[src/rtl/eeg_aram_bank_ctrl.sv]
// Per-bank ARAM controller: arbitrates loader writes against router read bursts onto one
// single-port SRAM, and returns tagged read data through a credit-managed output FIFO.
module eeg_aram_bank_ctrl #(
   parameter int unsigned ARAM_ADD_AW = 12,
   parameter int unsigned ARAM_DAT_DW = 4,
   parameter int unsigned OBUF_AW     = 2
) (
   input  logic                   clk,
   input  logic                   rst,
   input  logic                   AARB_ADD_VLD,
   input  logic                   AARB_ADD_LST,
   output logic                   AARB_ADD_RDY,
   input  logic [ARAM_ADD_AW-1:0] AARB_ADD_ADD,
   output logic                   AARB_DAT_VLD,
   output logic                   AARB_DAT_LST,
   input  logic                   AARB_DAT_RDY,
   output logic [ARAM_DAT_DW-1:0] AARB_DAT_DAT,
   input  logic                   WR_VLD,
   output logic                   WR_RDY,
   input  logic [ARAM_ADD_AW-1:0] WR_ADD,
   input  logic [ARAM_DAT_DW-1:0] WR_DAT,
   output logic                   SRAM_CEN,
   output logic                   SRAM_WEN,
   output logic [ARAM_ADD_AW-1:0] SRAM_ADD,
   output logic [ARAM_DAT_DW-1:0] SRAM_DIN,
   input  logic [ARAM_DAT_DW-1:0] SRAM_DOUT,
   output logic                   BUSY
);

   localparam int unsigned DEPTH = 1 << OBUF_AW;
   localparam int unsigned CW    = OBUF_AW + 1;
   localparam int unsigned EW    = ARAM_DAT_DW + 1;

   typedef enum logic {S_IDLE, S_RBURST} state_e;

   state_e               state_q, state_d;
   logic                 inflight_q, inflight_d;
   logic                 tag_q, tag_d;
   logic [OBUF_AW-1:0]   wptr_q, wptr_d;
   logic [OBUF_AW-1:0]   rptr_q, rptr_d;
   logic [CW-1:0]        occ_q, occ_d;
   logic [EW-1:0]        mem_q [DEPTH];
   logic [EW-1:0]        mem_d [DEPTH];

   logic credit_ok;
   logic rd_acc;
   logic wr_acc;
   logic push;
   logic pop;

   // Handshakes and SRAM access; credit uses only registered counts
   always_comb begin
      AARB_ADD_RDY = 1'b0;
      WR_RDY       = 1'b0;
      SRAM_CEN     = 1'b1;
      SRAM_WEN     = 1'b1;
      SRAM_ADD     = '0;
      SRAM_DIN     = '0;
      credit_ok    = (occ_q + CW'(inflight_q)) < CW'(DEPTH);
      if (!rst) begin
         if (state_q == S_IDLE) begin
            WR_RDY       = WR_VLD;
            AARB_ADD_RDY = credit_ok & ~WR_VLD;
         end else begin
            AARB_ADD_RDY = credit_ok;
         end
      end
      rd_acc = AARB_ADD_VLD & AARB_ADD_RDY;
      wr_acc = WR_VLD & WR_RDY;
      if (wr_acc) begin
         SRAM_CEN = 1'b0;
         SRAM_WEN = 1'b0;
         SRAM_ADD = WR_ADD;
         SRAM_DIN = WR_DAT;
      end else if (rd_acc) begin
         SRAM_CEN = 1'b0;
         SRAM_ADD = AARB_ADD_ADD;
      end
   end

   // Next state for FSM, read pipeline and output FIFO
   always_comb begin
      state_d    = state_q;
      inflight_d = rd_acc;
      tag_d      = tag_q;
      wptr_d     = wptr_q;
      rptr_d     = rptr_q;
      occ_d      = occ_q;
      mem_d      = mem_q;
      push       = inflight_q;
      pop        = AARB_DAT_RDY & (occ_q != '0);

      if (rd_acc) begin
         tag_d   = AARB_ADD_LST;
         state_d = AARB_ADD_LST ? S_IDLE : S_RBURST;
      end
      if (push) begin
         mem_d[wptr_q] = {tag_q, SRAM_DOUT};
         wptr_d        = wptr_q + OBUF_AW'(1);
      end
      if (pop) begin
         rptr_d = rptr_q + OBUF_AW'(1);
      end
      if (push && !pop) begin
         occ_d = occ_q + CW'(1);
      end else if (pop && !push) begin
         occ_d = occ_q - CW'(1);
      end
   end

   always_ff @(posedge clk) begin
      if (rst) begin
         state_q    <= S_IDLE;
         inflight_q <= 1'b0;
         tag_q      <= 1'b0;
         wptr_q     <= '0;
         rptr_q     <= '0;
         occ_q      <= '0;
      end else begin
         state_q    <= state_d;
         inflight_q <= inflight_d;
         tag_q      <= tag_d;
         wptr_q     <= wptr_d;
         rptr_q     <= rptr_d;
         occ_q      <= occ_d;
      end
   end

   // Storage needs no reset; occupancy alone qualifies the contents
   always_ff @(posedge clk) begin
      mem_q <= mem_d;
   end

   always_comb begin
      AARB_DAT_VLD = (occ_q != '0);
      {AARB_DAT_LST, AARB_DAT_DAT} = mem_q[rptr_q];
      BUSY = (state_q != S_IDLE) | inflight_q | (occ_q != '0);
   end

endmodule

[config.mk]
export PLATFORM = sky130hd
export DESIGN_NAME = eeg_aram_bank_ctrl
export DESIGN_NICKNAME = d
export VERILOG_FILES = /design/src/rtl/eeg_aram_bank_ctrl.sv
export SDC_FILE = /design/constraint.sdc
export NUM_CORES = 1
export LEC_CHECK = 0
export CAP_MARGIN = 20
export CORE_MARGIN = 1.5
export CORE_UTILIZATION = 44
export CTS_BUF_LIST = sky130_fd_sc_hd__clkbuf_4 sky130_fd_sc_hd__clkbuf_8 sky130_fd_sc_hd__clkbuf_16
export DETAILED_ROUTE_END_ITERATION = 8
export HOLD_SLACK_MARGIN = 0.05
export PLACE_DENSITY = 0.84
export SYNTH_ARGS = -nofsm -noshare
export SYNTH_HDL_FRONTEND = slang
export SYNTH_SLANG_ARGS = --single-unit
[constraint.sdc]
create_clock -name clk -period 3.9 [get_ports clk]
set_input_delay 0.78 -clock clk [delete_from_list [all_inputs] [get_ports clk]]
set_output_delay 0.78 -clock clk [all_outputs]
set_load 0.1 [all_outputs]
# == After elaboration in Yosys (flattened, before gate mapping) ==
# Cells that the tools add are included.
# op_classes
order_cmp,4
add_sub_neg,5
n_mux,19
bitwise,9
n_reduce_logical,7
# op_table
cell,count
12-bit two-way mux,2
20-bit bitwise mux,1
5-bit two-way mux,3
5-bit binary-select mux with 2-bit select,1
5-bit demux with 2-bit select,1
1-bit two-way mux,8
"3-bit greater-or-equal comparator, second input constant",2
3-bit two-way mux,2
2-bit NOT with 3-bit output,2
"2-bit by 1-bit adder with 2-bit output, second input constant",2
1-bit AND,4
4-bit two-way mux,1
3-bit by 1-bit adder with 3-bit output,1
"3-bit by 1-bit adder with 3-bit output, second input constant",1
1-bit logical AND,3
"3-bit by 1-bit less-than comparator with 1-bit output, second input constant",1
"3-bit less-than comparator, second input constant",1
3-bit nonzero test,1
"3-bit by 1-bit subtractor with 3-bit output, second input constant",1
1-bit logical NOT,2
1-bit bitwise OR,2
2-bit nonzero test,1
1-bit NOT,1
# totals
register_bits,30
elab_cells,54
inputBits,38
output_inout_bits,27

# == Depth between registers and ports, before layout ==
# Gate-level depths: netlist of run 1.
# depth
ltp_word,8
mapped_depth,8
ltp_nobuf,8

# == Least setup slack after synthesis of run 1 ==
# Ideal clock, no wire load.
# synth_timing
path_type,in2out
startpoint,input rst
endpoint,output SRAM_CEN
t_required_ns,3.120
stages,4
arrival_ns,2.716
path_slack_ns,0.404
path_cell_list,buf_2 nor3b_4 buf_2 nor2_1
# synth_lines
element,line,text
"start, declared",9,"input logic rst,"
1-bit two-way mux,60,if (!rst) begin
net WR_RDY,19,"output logic WR_RDY,"
1-bit AND,69,wr_acc = WR_VLD & WR_RDY;
1-bit two-way mux,70,if (wr_acc) begin
"end, declared",22,"output logic SRAM_CEN,"
# The timed path passes the listed nets, and every way through them passes these cells.

# == Final worst setup path of run 1 ==
# layout_timing
startpoint,input rst
endpoint,output SRAM_ADD[0]
# layout_via
elab_chain_cells,4
# layout_rtl
element,line,text
1-bit two-way mux,60,
1-bit AND,68,rd_acc = AARB_ADD_VLD & AARB_ADD_RDY;
12-bit two-way mux,75,end else if (rd_acc) begin
12-bit two-way mux *,70,
"end, declared",24,"output logic [ARAM_ADD_AW-1:0] SRAM_ADD,"
# Every way passes the cells marked *; elsewhere a longest branch is shown, timed or not.

==> metrics list, run 1 <==
- Total wirelength of the detailed-routed design: 3091 um
- HPWL after detailed placement: 2520 um
- Once layout is complete, the cells apart from fillers number 214.
- Number of warnings printed during yosys synthesis: 0
- After routing, the total negative slack on setup checks comes to 0 ns.
- Maximum number of pins on one net before global-route repair: 20
- The first global-routing pass estimated 4954 um of wire.
* Total overflow reported by the global router: 0
- Fin crit share: 89.27%
* Maximum clock frequency: 287.2 MHz
- Post-CTS timing repair inserted 0 buffers for setup.
- Area inside the core boundary: 3078 um^2
* Number of instances in the synthesized netlist: 104
- Post-CTS repair changed the size of 0 cells.
- Data on the critical path arrives at its endpoint at 2.70 ns.
* Total of hold buffers inserted after clock tree synthesis: 0
* # IOs: 65
* Number of synthesized register bits: 30
* Switching Share: 48.03%
- After floorplanning, the core was divided into 20 placement rows.
* Fraction of layout cells with a size suffix above 1: 20.59%
* Number of violations of the max-capacitance limit: 0
- Number of setup violations in the final report: 0
- Sequential share of power: 30.7%
* WS Path Type: in2out
- In this run the worst hold path is classified as reg2reg.
* Sequential cell area fraction in the yosys report: 55.36%
- Standard cell with the maximum stage delay on the critical path: sky130_fd_sc_hd__clkdlybuf4s50_1
- After clock tree synthesis, the clock-pin slew on the worst setup and hold paths is 0.09 ns.
- Final RePlAce weighted congestion: 0.7463
- Maximum fanout along the worst path: 16
- The first TritonRoute pass finished after 4 iterations.
* Synthesis-to-layout area growth: 60.90%
* Number of buffers added by the clock tree synthesis step: 5
- Counting along the longest clock path gives a buffer depth of 2.
* Setup WS post-layout: 0.4186 ns
* Internal Pwr Total: 691.6 uW
* Setup slack at placement: 0.4275 ns
- After detailed routing, the number of vias per cell comes to 4.902.
- Dividing total power by cell area gives a power density of 571.8 nW/um^2.
- Between clock sinks in the finished design, the worst skew comes to 0.01118 ns.
- In this run, placement finished with an instance count of 206.
- Cell Area, Synth: 1446 um^2
- WL per Instance: 14.44 um
* Final net count: 213
- Maximum cell stage delay along the critical path: 0.63 ns
- The via count of the first global-routing pass was 1,074.
* Width of the chip: 60.34 um
- Critical path launch point type: input port
* Max-slew headroom at the worst pin: 34.79%
- Clock period minus worst slack: 3.481 ns
- Relative contribution of combinational cells to total power: 55.6%
* CTS sink cnt: 30
* Initial core utilization: 46.99%
- The final number of max-transition violations is 0.
- The H-tree was split into 2 levels.
- Sw power: 639.1 uW
- In the global route stage, overall resource usage came out at 19.44%.
- STA puts the critical path data required time at 3.12 ns.
- Count of input and output buffers: 64
- Clock network fraction of total power: 13.7%
- Most frequent cells in the layout: 44 x sky130_fd_sc_hd__clkdlybuf4s50_1, 20 x sky130_fd_sc_hd__edfxtp_1, 18 x sky130_fd_sc_hd__buf_12
* Critical path endpoint category: output port
- The clock reaches the later pin of the worst-skew pair after 0.32 ns.
* Result of the run: finished, final reports clean
* Vertical extent of the die: 60.34 um
- Synthesis produced a netlist with a net count of 148.
- The number of antenna diodes in the final layout is 0.
- Series of cell instances along the critical path: clkdlybuf4s50_1, a21oi_1, and3_1, a22o_1, buf_12
* Area of the die: 3640 um^2
- Summing all placed instances gives a cell area of 2268 um^2.
- Largest voltage drop on the vdd net: 0.7022 mV
- Setup repair after global routing left no endpoint under its margin.
* TritonCTS clock tree: built
* Remaining antenna violation count after routing: 0
- Yosys mapped the design onto 27 distinct sky130hd cell types.
* Commonest non-fill, non-tap cell in the layout: sky130_fd_sc_hd__clkdlybuf4s50_1
* Remaining DRCs: 0
- Finished layout cell area: 2327 um^2
- Transition at the pin with the smallest max-transition slack: 0.9750 ns
- The root buffer cell chosen for the clock tree is sky130_fd_sc_hd__clkbuf_4.
- Syn_area_per_cell: 13.91 um^2
* Vias: 1,049
* Leakage power summed over all cells: 0.0008715 uW
- The hold violation count in the final report is 0.
- The initial antenna violation count came to 0.
- Count of routing violations after the opening detailed-route iteration: 27
[worst max-delay path: cells and delay by family]
kind / cells / cell delay [ns]
simple gates: 1 / 0.56
buf+inv: 2 / 0.82
compound gates: 2 / 0.53
[sequential cells by signal, indices dropped and copies added (netlist names)]
register,count
mem_q,20
occ_q,3
rptr_q,2
wptr_q,2
inflight_q,1
state_q,1
tag_q,1
[kinds of logic after synthesis]
logic type / share of synthesized area, %
adder cells (fa/ha/maj): 5.709
multiplexers: 10.90
buffers and inverters: 5.189
XOR/XNOR: 3.633
AND/OR/NAND/NOR: 10.90
AO/OA/AOI/OAI: 8.304
flip-flops: 55.36
[final cells by class]
cell class / count / area (um^2)
Sequential cell: 30 / 800.8
Clock inverter: 2 / 7.507
Multi-Input combinational cell: 62 / 570.5
Timing Repair Buffer: 65 / 823.3
Fill cell: 191 / 750.7
Inverter: 5 / 18.77
Clock buffer: 6 / 51.30
Tap cell: 44 / 55.05
[path summary, 6_finish.rpt]
path              depth (start not counted)  slack (ns)     start          end
setup / recovery                          5        0.42       rst  SRAM_ADD[0]
hold / removal                            0        0.52     tag_q    mem_q[14]
setup reg to reg                          8        1.59  occ_q[0]     occ_q[2]
hold reg to reg                           0        0.52     tag_q    mem_q[14]
[cell usage after synthesis]
cell / n / area share, %
sky130_fd_sc_hd__mux4_2: 5 / 7.8
sky130_fd_sc_hd__dfxtp_1: 10 / 14
sky130_fd_sc_hd__and3_1: 1 / 0.43
sky130_fd_sc_hd__and2_1: 9 / 3.9
sky130_fd_sc_hd__xor2_1: 5 / 3.0
sky130_fd_sc_hd__or3_1: 3 / 1.3
sky130_fd_sc_hd__fa_1: 1 / 1.4
sky130_fd_sc_hd__mux2_4: 1 / 1.0
sky130_fd_sc_hd__a21oi_1: 2 / 0.69
sky130_fd_sc_hd__nor2_1: 7 / 1.8
sky130_fd_sc_hd__buf_6: 2 / 1.6
sky130_fd_sc_hd__nand2b_1: 1 / 0.43
sky130_fd_sc_hd__ha_1: 5 / 4.3
sky130_fd_sc_hd__mux2i_1: 3 / 2.1
sky130_fd_sc_hd__buf_2: 3 / 1.0
sky130_fd_sc_hd__nand2_1: 1 / 0.26
sky130_fd_sc_hd__buf_8: 1 / 1.0
sky130_fd_sc_hd__a22o_1: 12 / 7.3
sky130_fd_sc_hd__nor2b_1: 1 / 0.43
sky130_fd_sc_hd__edfxtp_1: 20 / 42
sky130_fd_sc_hd__xnor2_1: 1 / 0.61
sky130_fd_sc_hd__clkbuf_1: 1 / 0.26
sky130_fd_sc_hd__nand3_1: 1 / 0.35
sky130_fd_sc_hd__nand3_2: 1 / 0.69
sky130_fd_sc_hd__o21ai_0: 1 / 0.35
sky130_fd_sc_hd__nor3b_4: 1 / 1.3
sky130_fd_sc_hd__inv_1: 5 / 1.3
[through the flow]
stage,util [%],hold WS [ns],total power [uW]
finish,75.61,0.5243,1331
global route,75.61,0.5348,1386
CTS,75.61,0.5260,1337
detailed placement,73.70,0.5135,1154
global placement,73.70,0.4880,1140
floorplan,-,0.4525,948.7
[layer usage]
layer,part of all wire (%),track usage [%],vias up
li1,-,-,513
met1,36,21.15,477
met2,53,34.47,53
met3,9.4,8.316,6
met4,1.3,5.714,0
met5,0,0,-
[power groups by stage]
stage | Clock, uW | Sequential [uW] | Combinational (uW)
2_1_floorplan | 0 | 394 | 555
3_3_place_gp | 0 | 414 | 726
3_5_place_dp | 0 | 417 | 737
4_1_cts | 186 | 409 | 742
5_1_grt | 198 | 415 | 773
6_report | 182 | 408 | 740
Note: power is estimated with default switching activity, not from simulation.
==> run 2: changes to the inputs <==
--- a/config.mk
+++ b/config.mk
@@ -12,6 +12,7 @@
 export DETAILED_ROUTE_END_ITERATION = 8
 export HOLD_SLACK_MARGIN = 0.05
 export PLACE_DENSITY = 0.84
+export SKIP_CTS_REPAIR_TIMING = 1
 export SYNTH_ARGS = -nofsm -noshare
 export SYNTH_HDL_FRONTEND = slang
 export SYNTH_SLANG_ARGS = --single-unit
==> results of run 2 <==
Final layout, timing and power as in run 1 (identical DEF).
